$ cat config.mk
export PLATFORM = sky130hd
export DESIGN_NAME = sum_pipe_unit
export DESIGN_NICKNAME = d
export VERILOG_FILES = /design/src/rtl/sum_pipe_pkg.sv /design/src/rtl/sum_pipe_sum_unit.sv /design/src/rtl/sum_pipe_unit.sv
export SDC_FILE = /design/constraint.sdc
export NUM_CORES = 1
export LEC_CHECK = 0
export ABC_AREA = 1
export CELL_PAD_IN_SITES_DETAIL_PLACEMENT = 0
export CELL_PAD_IN_SITES_GLOBAL_PLACEMENT = 1
export CORE_MARGIN = 5
export CORE_UTILIZATION = 40
export DETAILED_ROUTE_END_ITERATION = 8
export DONT_BUFFER_PORTS = 1
export GPL_TIMING_DRIVEN = 0
export PLACE_DENSITY = 0.68
export SETUP_SLACK_MARGIN = 0.02
export SLEW_MARGIN = 10
export SYNTH_ARGS = -nofsm -noshare
export SYNTH_HDL_FRONTEND = slang
export SYNTH_SLANG_ARGS = --single-unit
export TNS_END_PERCENT = 1
$ cat constraint.sdc
create_clock -name i_clk -period 5.5 [get_ports i_clk]
set_input_delay 0.825 -clock i_clk [delete_from_list [all_inputs] [get_ports i_clk]]
set_output_delay 0.825 -clock i_clk [all_outputs]
set_load 0.01 [all_outputs]
$ cat src/rtl/sum_pipe_pkg.sv
// Shared types and elaboration helpers for the pipelined add/subtract unit.
package sum_pipe_pkg;

  typedef enum logic {
    SUM_ADD = 1'b0,
    SUM_SUB = 1'b1
  } sum_mode_e;

  // Returns 0 when the stage count is illegal so the caller can reject it.
  function automatic int sum_chunk_w(input int size_data, input int num_stage);
    if (num_stage < 1) return 0;
    if ((size_data % num_stage) != 0) return 0;
    return size_data / num_stage;
  endfunction

endpackage

$ cat src/rtl/sum_pipe_sum_unit.sv
// SUM_unit: combinational chunk adder, {o_carry, o_sum} = a + b + carry-in.
module SUM_unit #(
  parameter int SIZE_DATA = 8
) (
  input  logic [SIZE_DATA-1:0] i_data_a,
  input  logic [SIZE_DATA-1:0] i_data_b,
  input  logic                 i_carry,
  output logic [SIZE_DATA-1:0] o_sum,
  output logic                 o_carry
);

  assign {o_carry, o_sum} = {1'b0, i_data_a} + {1'b0, i_data_b}
                          + {{SIZE_DATA{1'b0}}, i_carry};

endmodule

$ cat src/rtl/sum_pipe_unit.sv
// sum_pipe_unit: chunked add/subtract, one chunk per stage, valid/ready with full stall.
// Signed overflow output is built only when SUM_PIPE_OVF_EN is defined; otherwise tied to 0.
module sum_pipe_unit
  import sum_pipe_pkg::*;
#(
  parameter int SIZE_DATA = 24,
  parameter int NUM_STAGE = 3
) (
  input  logic                 i_clk,
  input  logic                 i_rst_n,
  input  logic                 i_valid,
  output logic                 o_ready,
  input  logic                 i_sub,
  input  logic                 i_carry,
  input  logic [SIZE_DATA-1:0] i_data_a,
  input  logic [SIZE_DATA-1:0] i_data_b,
  output logic                 o_valid,
  input  logic                 i_ready,
  output logic [SIZE_DATA-1:0] o_sum,
  output logic                 o_carry,
  output logic                 o_overflow
);

  localparam int CW   = sum_chunk_w(SIZE_DATA, NUM_STAGE);
  localparam int LAST = NUM_STAGE - 1;

  if (CW < 1 || CW * NUM_STAGE != SIZE_DATA) begin : g_param_err
    $error("sum_pipe_unit: NUM_STAGE must be >= 1 and divide SIZE_DATA");
  end

  sum_mode_e            mode;
  logic [SIZE_DATA-1:0] b_eff;
  logic                 cin_eff;
  logic                 adv;

  assign mode    = sum_mode_e'(i_sub);
  assign b_eff   = (mode == SUM_SUB) ? ~i_data_b : i_data_b;
  assign cin_eff = (mode == SUM_SUB) ? ~i_carry : i_carry;
  assign adv     = ~o_valid | i_ready;
  assign o_ready = adv;

  // Stage k sees only the operand chunks not yet consumed (IW bits) and
  // accumulates finished result chunks below its own (RW bits).
  for (genvar k = 0; k < NUM_STAGE; k++) begin : g_stg
    localparam int IW = SIZE_DATA - k * CW;
    localparam int RW = (k + 1) * CW;

    logic [IW-1:0] a_in, b_in;
    logic          c_in, v_in, c_out;
    logic [CW-1:0] s_chunk;
    logic [RW-1:0] r_nxt, r_q;
    logic          v_q, c_q;

    if (k == 0) begin : g_src
      assign a_in  = i_data_a;
      assign b_in  = b_eff;
      assign c_in  = cin_eff;
      assign v_in  = i_valid;
      assign r_nxt = s_chunk;
    end else begin : g_src
      assign a_in  = g_stg[k-1].g_fwd.a_q;
      assign b_in  = g_stg[k-1].g_fwd.b_q;
      assign c_in  = g_stg[k-1].c_q;
      assign v_in  = g_stg[k-1].v_q;
      assign r_nxt = {s_chunk, g_stg[k-1].r_q};
    end

    SUM_unit #(.SIZE_DATA(CW)) u_add (
      .i_data_a (a_in[CW-1:0]),
      .i_data_b (b_in[CW-1:0]),
      .i_carry  (c_in),
      .o_sum    (s_chunk),
      .o_carry  (c_out)
    );

    always_ff @(posedge i_clk or negedge i_rst_n) begin
      if (!i_rst_n) begin
        v_q <= 1'b0;
        c_q <= 1'b0;
        r_q <= '0;
      end else if (adv) begin
        v_q <= v_in;
        c_q <= c_out;
        r_q <= r_nxt;
      end
    end

    if (k < LAST) begin : g_fwd
      logic [IW-CW-1:0] a_q, b_q;
      always_ff @(posedge i_clk or negedge i_rst_n) begin
        if (!i_rst_n) begin
          a_q <= '0;
          b_q <= '0;
        end else if (adv) begin
          a_q <= a_in[IW-1:CW];
          b_q <= b_in[IW-1:CW];
        end
      end
    end

`ifdef SUM_PIPE_OVF_EN
    // Carry into the MSB is recovered from the MSB sum bit and its operands.
    if (k == LAST) begin : g_ovf
      logic ovf_q;
      always_ff @(posedge i_clk or negedge i_rst_n) begin
        if (!i_rst_n)
          ovf_q <= 1'b0;
        else if (adv)
          ovf_q <= c_out ^ (a_in[CW-1] ^ b_in[CW-1] ^ s_chunk[CW-1]);
      end
    end
`endif
  end

  assign o_valid = g_stg[LAST].v_q;
  assign o_sum   = g_stg[LAST].r_q;
  assign o_carry = g_stg[LAST].c_q;

`ifdef SUM_PIPE_OVF_EN
  assign o_overflow = g_stg[LAST].g_ovf.ovf_q;
`else
  assign o_overflow = 1'b0;
`endif

endmodule

# Word-level counts from Yosys, hierarchy flattened
# Cells that the tools add are included.
dict set report totals {
  inputBits 54
  ff_bits 102
}
dict set report classes {
  mux 2
  add_sub_neg 6
  n_bitwise 4
}
# op count
set op_table {}
lappend op_table {{8-bit by 8-bit adder with 9-bit output} 3}
lappend op_table {{9-bit by 1-bit adder with 9-bit output} 3}
lappend op_table {{24-bit 2-to-1 mux} 1}
lappend op_table {{24-bit NOT} 1}
lappend op_table {{1-bit NOT} 2}
lappend op_table {{1-bit 2-to-1 mux} 1}
lappend op_table {{1-bit bitwise OR} 1}

# Logic depth before layout (Yosys ltp)
# Gate-level depths: netlist of the first run.
dict set report depth {
  word_depth 4
  depth_mapped 14
}

# Cells and area by module
# A second synthesis of the first run with hierarchy kept.
dict set report unflattened {
  hier_cells 664
  hier_area_um2 5276.3
}
# mod cells_per_inst n_inst area_each_um2 seq_area_each_um2
set by_module_without_submodules {}
lappend by_module_without_submodules {sum_pipe_unit 487 1 4124.0 2552.4}
lappend by_module_without_submodules {SUM_unit 59 3 384.1 0.0}

# Worst setup path before layout of the first run
# OpenSTA, ideal clock, no wires.
dict set report synth_timing {
  kind {input port to flip-flop}
  start {input i_sub}
  end {register g_stg[0].r_q[4]}
  slack_ns 2.944
  setup_time_ns 0.083
  n_path_buf 2
  arrival_time_ns 2.473
  cell_stages 13
  path_cell_list {buf_4 -> buf_4 -> xor2_1 -> fa_1 -> inv_1 -> fa_1 -> inv_1 -> nand2_1 -> nand2_1 -> and2_2 -> nand2_1 -> nand2_1 -> o21ai_0}
}
dict set report synth_via {
  elab_chain_len 3
  elab_cells_between_ends 4
  cone_classes {add/sub: 2; mux: 2}
}
# item line_no
set synth_rtl {}
lappend synth_rtl {{from (decl)} sum_pipe_unit.sv:13} ;# input logic i_sub,
lappend synth_rtl {{24-bit 2-to-1 mux} sum_pipe_unit.sv:37} ;# assign b_eff = (mode == SUM_SUB) ? ~i_data_b : i_data_b;
lappend synth_rtl {{8-bit by 8-bit adder with 9-bit output} sum_pipe_sum_unit.sv:12} ;# assign {o_carry, o_sum} = {1'b0, i_data_a} + {1'b0, i_data_b}
lappend synth_rtl {{9-bit by 1-bit adder with 9-bit output *} sum_pipe_sum_unit.sv:13} ;# + {{SIZE_DATA{1'b0}}, i_carry};
lappend synth_rtl {{to (signal assigned)} sum_pipe_unit.sv:84} ;# r_q <= r_nxt;
lappend synth_rtl {{to (decl)} sum_pipe_unit.sv:51} ;# logic [RW-1:0] r_nxt, r_q;
# Mark *: on every way between the ends. The rest lies on a longest branch, timed or not.
# A chain may end at the register's enable or synchronous reset.

# Worst setup path after layout of the first run
dict set report layout_timing {
  start {input i_sub}
  end {register g_stg[0].r_q[6]}
}
# The elaborated chain is that of the path after synthesis.

==> results.sh, run 1 <==
export IMPL_crit_type="primary input to register"
export IMPL_total_power_mw=2.82
export IMPL_htree_levels=3
export IMPL_reg2reg_to="o_sum[22]"
export IMPL_synth_top_area_cell="dfrtp_1"
export IMPL_regArea_um2=2550
export IMPL_synthFlopType="dfrtp_1"
export IMPL_io_pins=82
export IMPL_cts_root_buf="clkbuf_16"
export IMPL_cts_setup_buffers=0
export IMPL_leakagePower_nw=2.87
export IMPL_start_util=0.404
export IMPL_drt_wl_total_mm=12.1
export IMPL_grt_met2_usage=0.270
export IMPL_grt_setup_unrepaired="no"
export IMPL_fin_util=0.442
export IMPL_grt_busiest_layer="met2"
export IMPL_design_area_um2=5540
export IMPL_cp_max_fo=10
export IMPL_drc=0
export IMPL_whs_ns=0.168
export IMPL_hpwl_mm=8.79
export IMPL_synth_area_um2=5050
export IMPL_die_area_um2=15000
export IMPL_rows=41
export IMPL_status="completed"
export IMPL_syn_avg_cell_area_um2=8.32
export IMPL_met3_usage=0.0410
export IMPL_hold_viol=0
export IMPL_grt_pass1_vias=3859
export IMPL_fmax_mhz=409
export IMPL_period_minus_slack_ns=2.45
export IMPL_drtIter0Drc=208
export IMPL_dr_total_vias=3716
export IMPL_rrSetupSlack_ns=3.50
export IMPL_cts_hold_buffers_added=0
export IMPL_start_kind="primary input"
export IMPL_antenna_found_initial=0
export IMPL_avgViaCountPerCell=4.67
export IMPL_endpoint_kind="register"
export IMPL_ys_ff_latch=102
export IMPL_clockBufferDepth=2
export IMPL_reg2regPathDepth=9
export IMPL_area_growth_synth_to_final_pct=9.56
export IMPL_cts_tree="built"
export IMPL_clk_latency_ns=0.35
export IMPL_synth_top_area_share=0.505
export IMPL_nNetsFinal=699
export IMPL_overflow=0
export IMPL_ys_types=25
export IMPL_path_clk_slew_ns=0.07
export IMPL_drive_above_1_share=0.0578
export IMPL_period_share=0.445
export IMPL_setup_viol=0
export IMPL_worst_pin_slew_ns=0.759
export IMPL_setup_tns_final_ns=0
export IMPL_postSynthCellCount=607
export IMPL_p_per_area_nw_per_um2=509
export IMPL_fillerInstances=1291
export IMPL_ys_seq_area_frac=0.505
export IMPL_skew_ns=0.00929
export IMPL_finalMaxSlewViolations=0
export IMPL_rr_startpoint="g_stg[1].c_q"
export IMPL_grt_use_met1=0.231
export IMPL_clock_sinks=102
export IMPL_drtAntennaViolNets=0
export IMPL_synth_area_leaders="dfrtp_1 (51%), nand2_1 (19%), ha_1 (5.2%), o21ai_0 (4.1%), inv_1 (3.6%)"
export IMPL_synth_edff_count=0
export IMPL_fp_dieH_um=122
export IMPL_antenna_cells=0
export IMPL_irDropWorstVdd_uv=168
export IMPL_cap_violations=0
export IMPL_track_usage=0.175
export IMPL_critPathArrivalTime_ns=2.69
export IMPL_grt_pass1_wl_mm=19.9
export IMPL_grt_max_degree=103
export IMPL_cts_buffers=9
export IMPL_async_reset_ff_frac=1.00
export IMPL_core_area_um2=12500
export IMPL_wl_per_cell_um=15.2
export IMPL_postCtsResizedCells=0
export IMPL_fp_dieW_um=122
export IMPL_multi_input_area_um2=2190
export IMPL_ys_warnings_count=0
export IMPL_startpoint="i_sub"
export IMPL_firstDrtPassIters=4
export IMPL_maxSlewHeadroom=0.494
export IMPL_dpl_cell_area_um2=5270
export IMPL_io_buffers=0
export IMPL_critPathRequiredTime_ns=5.74
export IMPL_hp_class="primary input to async pin"
export IMPL_place_congestion=0.866
export IMPL_syn_num_nets=688
[cell families (layout without fill, tap and decap cells)]
kind of cell	count (synthesis)	after routing	share of synthesized area
flops	102	102	0.505
fa+ha+maj	27	27	0.0758
other cells	1	1	0.000742
xor+xnor	25	25	0.0433
buf+inv	74	90	0.0617
simple gates	319	319	0.253
compound gates	59	59	0.0607
[per-stage QoR]
step	worst slack (ns)	cells
floorplan	2.94	607
global placement	2.73	779
detailed placement	2.66	779
CTS	3.04	795
global route	2.82	795
finish	3.05	795
[power breakdown]
group,total (mW),switching [mW],internal (mW)
registers,1.28,0.235,1.04
logic,0.949,0.590,0.359
clock network,0.591,0.285,0.306
total,2.82,1.11,1.71
[cell type report]
type	count	area share
Inverter	49	0.0332
Tap cell	172	0.0389
Clock buffer	10	0.0414
Clock inverter	6	0.00701
Sequential cell	102	0.461
Buffer	25	0.0231
Multi-Input combinational cell	431	0.395
[routing by layer]
metal,vias to the layer above,wire (um)
met4,0,372
li1,1908,-
met2,72,5350
met1,1714,5630
met3,22,700
met5,-,0
[worst max path at each step]
stage | to | slack [ns]
after CTS | g_stg[0].r_q[6] | 3.04
after global placement | g_stg[0].r_q[6] | 2.73
after detailed placement | g_stg[0].r_q[6] | 2.66
final | g_stg[0].r_q[6] | 3.05
after floorplan | g_stg[0].r_q[4] | 2.94
after global routing | g_stg[0].r_q[6] | 2.82
[synthesized netlist by cell type, types with 2 or more instances]
cell and instances:
or2_2 4, o21ai_0 41, xnor2_1 17, nand2_1 262, nand3b_1 5, nor2_1 16
nand3_1 29, buf_4 4, o22ai_1 2, xor2_1 8, a211oi_1 3, ha_1 21
clkbuf_1 11, a21oi_1 12, buf_2 9, fa_1 6, inv_1 48, dfrtp_1 102
[critical path, cell delays in order]
cell and delay (ns):
buf_4 0.15, buf_4 0.24, xor2_1 0.22, fa_1 0.23, inv_1 0.06, fa_1 0.37
inv_1 0.09, nand2_1 0.07, nand2_1 0.07, nand3_1 0.10, nand2_1 0.10, nand2_1 0.05
nand3_1 0.06, nand2_1 0.05
[cells in the final DEF, fill, tap and decap left out, drive strengths merged]
master	count
clkinv	4
clkbuf	21
clkinvlp	2
o21ai	41
a21oi	12
and2	2
nand2	262
inv	49
a211oi	3
nand3b	5
fa	6
nor2	17
buf	14
or2	4
ha	21
xnor2	17
xor2	8
dfrtp	102
nand3	29
conb	1
o22ai	2
a31oi	1
[state kept, by name, indices dropped and copies added (netlist names)]
register         count
g_stg.v_q            2
o_valid              1
o_carry              1
o_sum               24
g_stg.g_fwd.a_q     24
g_stg.g_fwd.b_q     24
g_stg.r_q           24
g_stg.c_q            2
Power figures use the tool's default switching activity.
==> run 2, diff against run 1 <==
clock period = 2.55 ns   (was 5.5 ns; I/O delays follow)
==> results of run 2 <==
The final DEF is identical to that of run 1. Status: finished with violations: negative hold slack.
Main changes from that run: setup slack after placement 2.66 ns -> 0.157 ns; setup slack after layout 3.05 ns -> 0.546 ns; hold slack 0.168 ns -> -0.275 ns; number of hold violations in the final report 0 -> 102; register-to-register setup slack 3.50 ns -> 0.55 ns; total power 2.82 mW -> 6.08 mW; worst IR drop on VDD 168 uV -> 362 uV
==> run 3, diff against run 2 <==
clock period = 2 ns   (was 2.55 ns; I/O delays follow)
==> run 3 against run 2 <==
- the run still ends with negative hold slack left
- sequential power is 28% higher
- wire length rose by 0.81%
- flip-flop and latch count stayed put
- global-route usage down 0.39 points
- clock skew increased by 0.0024 ns
- register-to-register slack lost 0.44 ns
- utilization rose by 0.53 points
==> results.sh, run 3 (synthesis gave the netlist of run 1 again) <==
export IMPL_grt_setup_unrepaired="yes"
export IMPL_grt_max_degree=103
export IMPL_drc=0
export IMPL_irDropWorstVdd_uv=558
export IMPL_track_usage=0.171
export IMPL_clk_latency_ns=0.35
export IMPL_critPathArrivalTime_ns=2.18
export IMPL_skew_ns=0.0117
export IMPL_start_kind="register"
export IMPL_fmax_mhz=527
export IMPL_die_area_um2=15000
export IMPL_cap_violations=0
export IMPL_nNetsFinal=699
export IMPL_period_minus_slack_ns=1.90
export IMPL_path_clk_slew_ns=0.07
export IMPL_whs_ns=-0.357
export IMPL_io_buffers=0
export IMPL_endpoint_kind="register"
export IMPL_worst_pin_slew_ns=0.704
export IMPL_clockBufferDepth=2
export IMPL_clock_sinks=102
export IMPL_critPathRequiredTime_ns=2.29
export IMPL_crit_type="register to register"
export IMPL_cts_buffers=9
export IMPL_area_growth_synth_to_final_pct=10.9
export IMPL_maxSlewHeadroom=0.531
export IMPL_firstDrtPassIters=4
export IMPL_most_common_layout_cells="nand2_1 (262), dfrtp_1 (102), inv_1 (48)"
export IMPL_cts_root_buf="clkbuf_16"
export IMPL_fin_util=0.448
export IMPL_io_pins=82
export IMPL_period_share=0.948
export IMPL_grt_pass1_vias=3673
export IMPL_violations="negative hold slack"
export IMPL_dr_total_vias=3741
export IMPL_antenna_found_initial=0
export IMPL_finalMaxSlewViolations=0
export IMPL_cp_max_fo=3
export IMPL_cp_top_family="adder cells"
export IMPL_setup_viol=0
export IMPL_htree_levels=3
export IMPL_drive_above_1_share=0.0738
export IMPL_cts_tree="built"
export IMPL_place_congestion=0.859
export IMPL_antenna_cells=0
export IMPL_drtIter0Drc=179
export IMPL_rows=41
export IMPL_grt_pass1_wl_mm=19.3
export IMPL_fp_dieH_um=122
export IMPL_status="finished with violations"
export IMPL_crit_chain="fa_2 > fa_1 > nand2_1 > nand3_2 > nand3_2 > nand2_1 > nand2_1 > nand3_1 > nand2_1"
export IMPL_layout_commonest_cell="nand2_1"
export IMPL_avgViaCountPerCell=4.71
export IMPL_worst_path_buf_inv=0
export IMPL_p_per_area_nw_per_um2=1400
export IMPL_leakagePower_nw=2.88
export IMPL_total_power_mw=7.85
export IMPL_overflow=0
export IMPL_core_area_um2=12500
export IMPL_fp_dieW_um=122
export IMPL_start_util=0.404
export IMPL_slowest_stage="dfrtp_1"
export IMPL_hp_class="primary input to async pin"
export IMPL_hold_viol=102
export IMPL_drt_wl_total_mm=12.2
export IMPL_cts_setup_buffers=0
export IMPL_hpwl_mm=8.80
export IMPL_critical_path_max_stage_delay_ns=0.41
export IMPL_cp_common_cell="nand2_1"
export IMPL_drtAntennaViolNets=0
export IMPL_wl_per_cell_um=15.3
-- run 3: changes by cell type in the layout (fill, tap and decap cells not counted), sizes merged --
cell | previous run | this run
clkbuf | 21 | 22
clkinvlp | 2 | 1
-- run 3: final cells by class --
| class | count | area, um2 |
|---|---|---|
| buffer | 25 | 140 |
| fill | 1312 | 6920 |
| sequential | 102 | 2550 |
| clock buffer | 11 | 243 |
| tap | 172 | 215 |
| multi-input combinational | 431 | 2230 |
| inverter | 49 | 184 |
| clock inverter | 5 | 35.0 |
-- run 3: power breakdown --
part	switching, mW	total (mW)	internal (mW)	leakage [nW]
combinational	1.67	2.68	1.01	1.52
clock	0.772	1.65	0.879	0.135
sequential	0.653	3.52	2.87	1.23
-- run 3: routing by layer --
layer | wire, um | share of wire | GRT usage
met5 | 0 | 0 | 0
met4 | 187 | 0.015 | 0.0651
met3 | 723 | 0.059 | 0.0406
met2 | 5620 | 0.46 | 0.269
met1 | 5620 | 0.46 | 0.229
-- run 3: worst paths after layout --
kind / slack [ns] / startpoint / to / cells past startpoint
min in group i_clk: 0.06 / i_valid / g_stg[0].v_q / 2
worst min-delay path: -0.36 / i_rst_n / o_sum[19] / 0
worst max register to register: 0.10 / g_stg[1].c_q / o_sum[22] / 9
worst min register to register: 0.46 / g_stg[1].v_q / o_valid / 2
max in group asynchronous: 2.14 / i_rst_n / o_sum[20] / 0
worst max-delay path: 0.10 / g_stg[1].c_q / o_sum[22] / 9
-- run 3: stage by stage --
step	hold WS, ns	std cells	TNS (ns)	setup WS, ns	cell area (um2)
2_1_floorplan	0.00441	607	0	0.0238	5070
3_3_place_gp	0.00898	779	-0.454	-0.194	5280
3_5_place_dp	0.00830	779	-0.667	-0.252	5280
4_1_cts	-0.371	795	0	0.0178	5560
5_1_grt	-0.374	795	-0.000454	-0.000454	5600
6_report	-0.357	795	0	0.103	5600
-- run 3: repair_timing --
action | CTS | global route
hold endpoints to repair | 102 | 102
gates resized for setup | 1 | 10
setup endpoints to repair | 3 | 7
gates cloned | 0 | 0
-- run 3: worst register-to-register path, cell delays in order, from the launching register on --
cell and delay, ns:
dfrtp_1 0.41, fa_2 0.41, fa_1 0.40, nand2_1 0.10, nand3_2 0.11, nand3_2 0.09
nand2_1 0.07, nand2_1 0.07, nand3_1 0.08, nand2_1 0.10
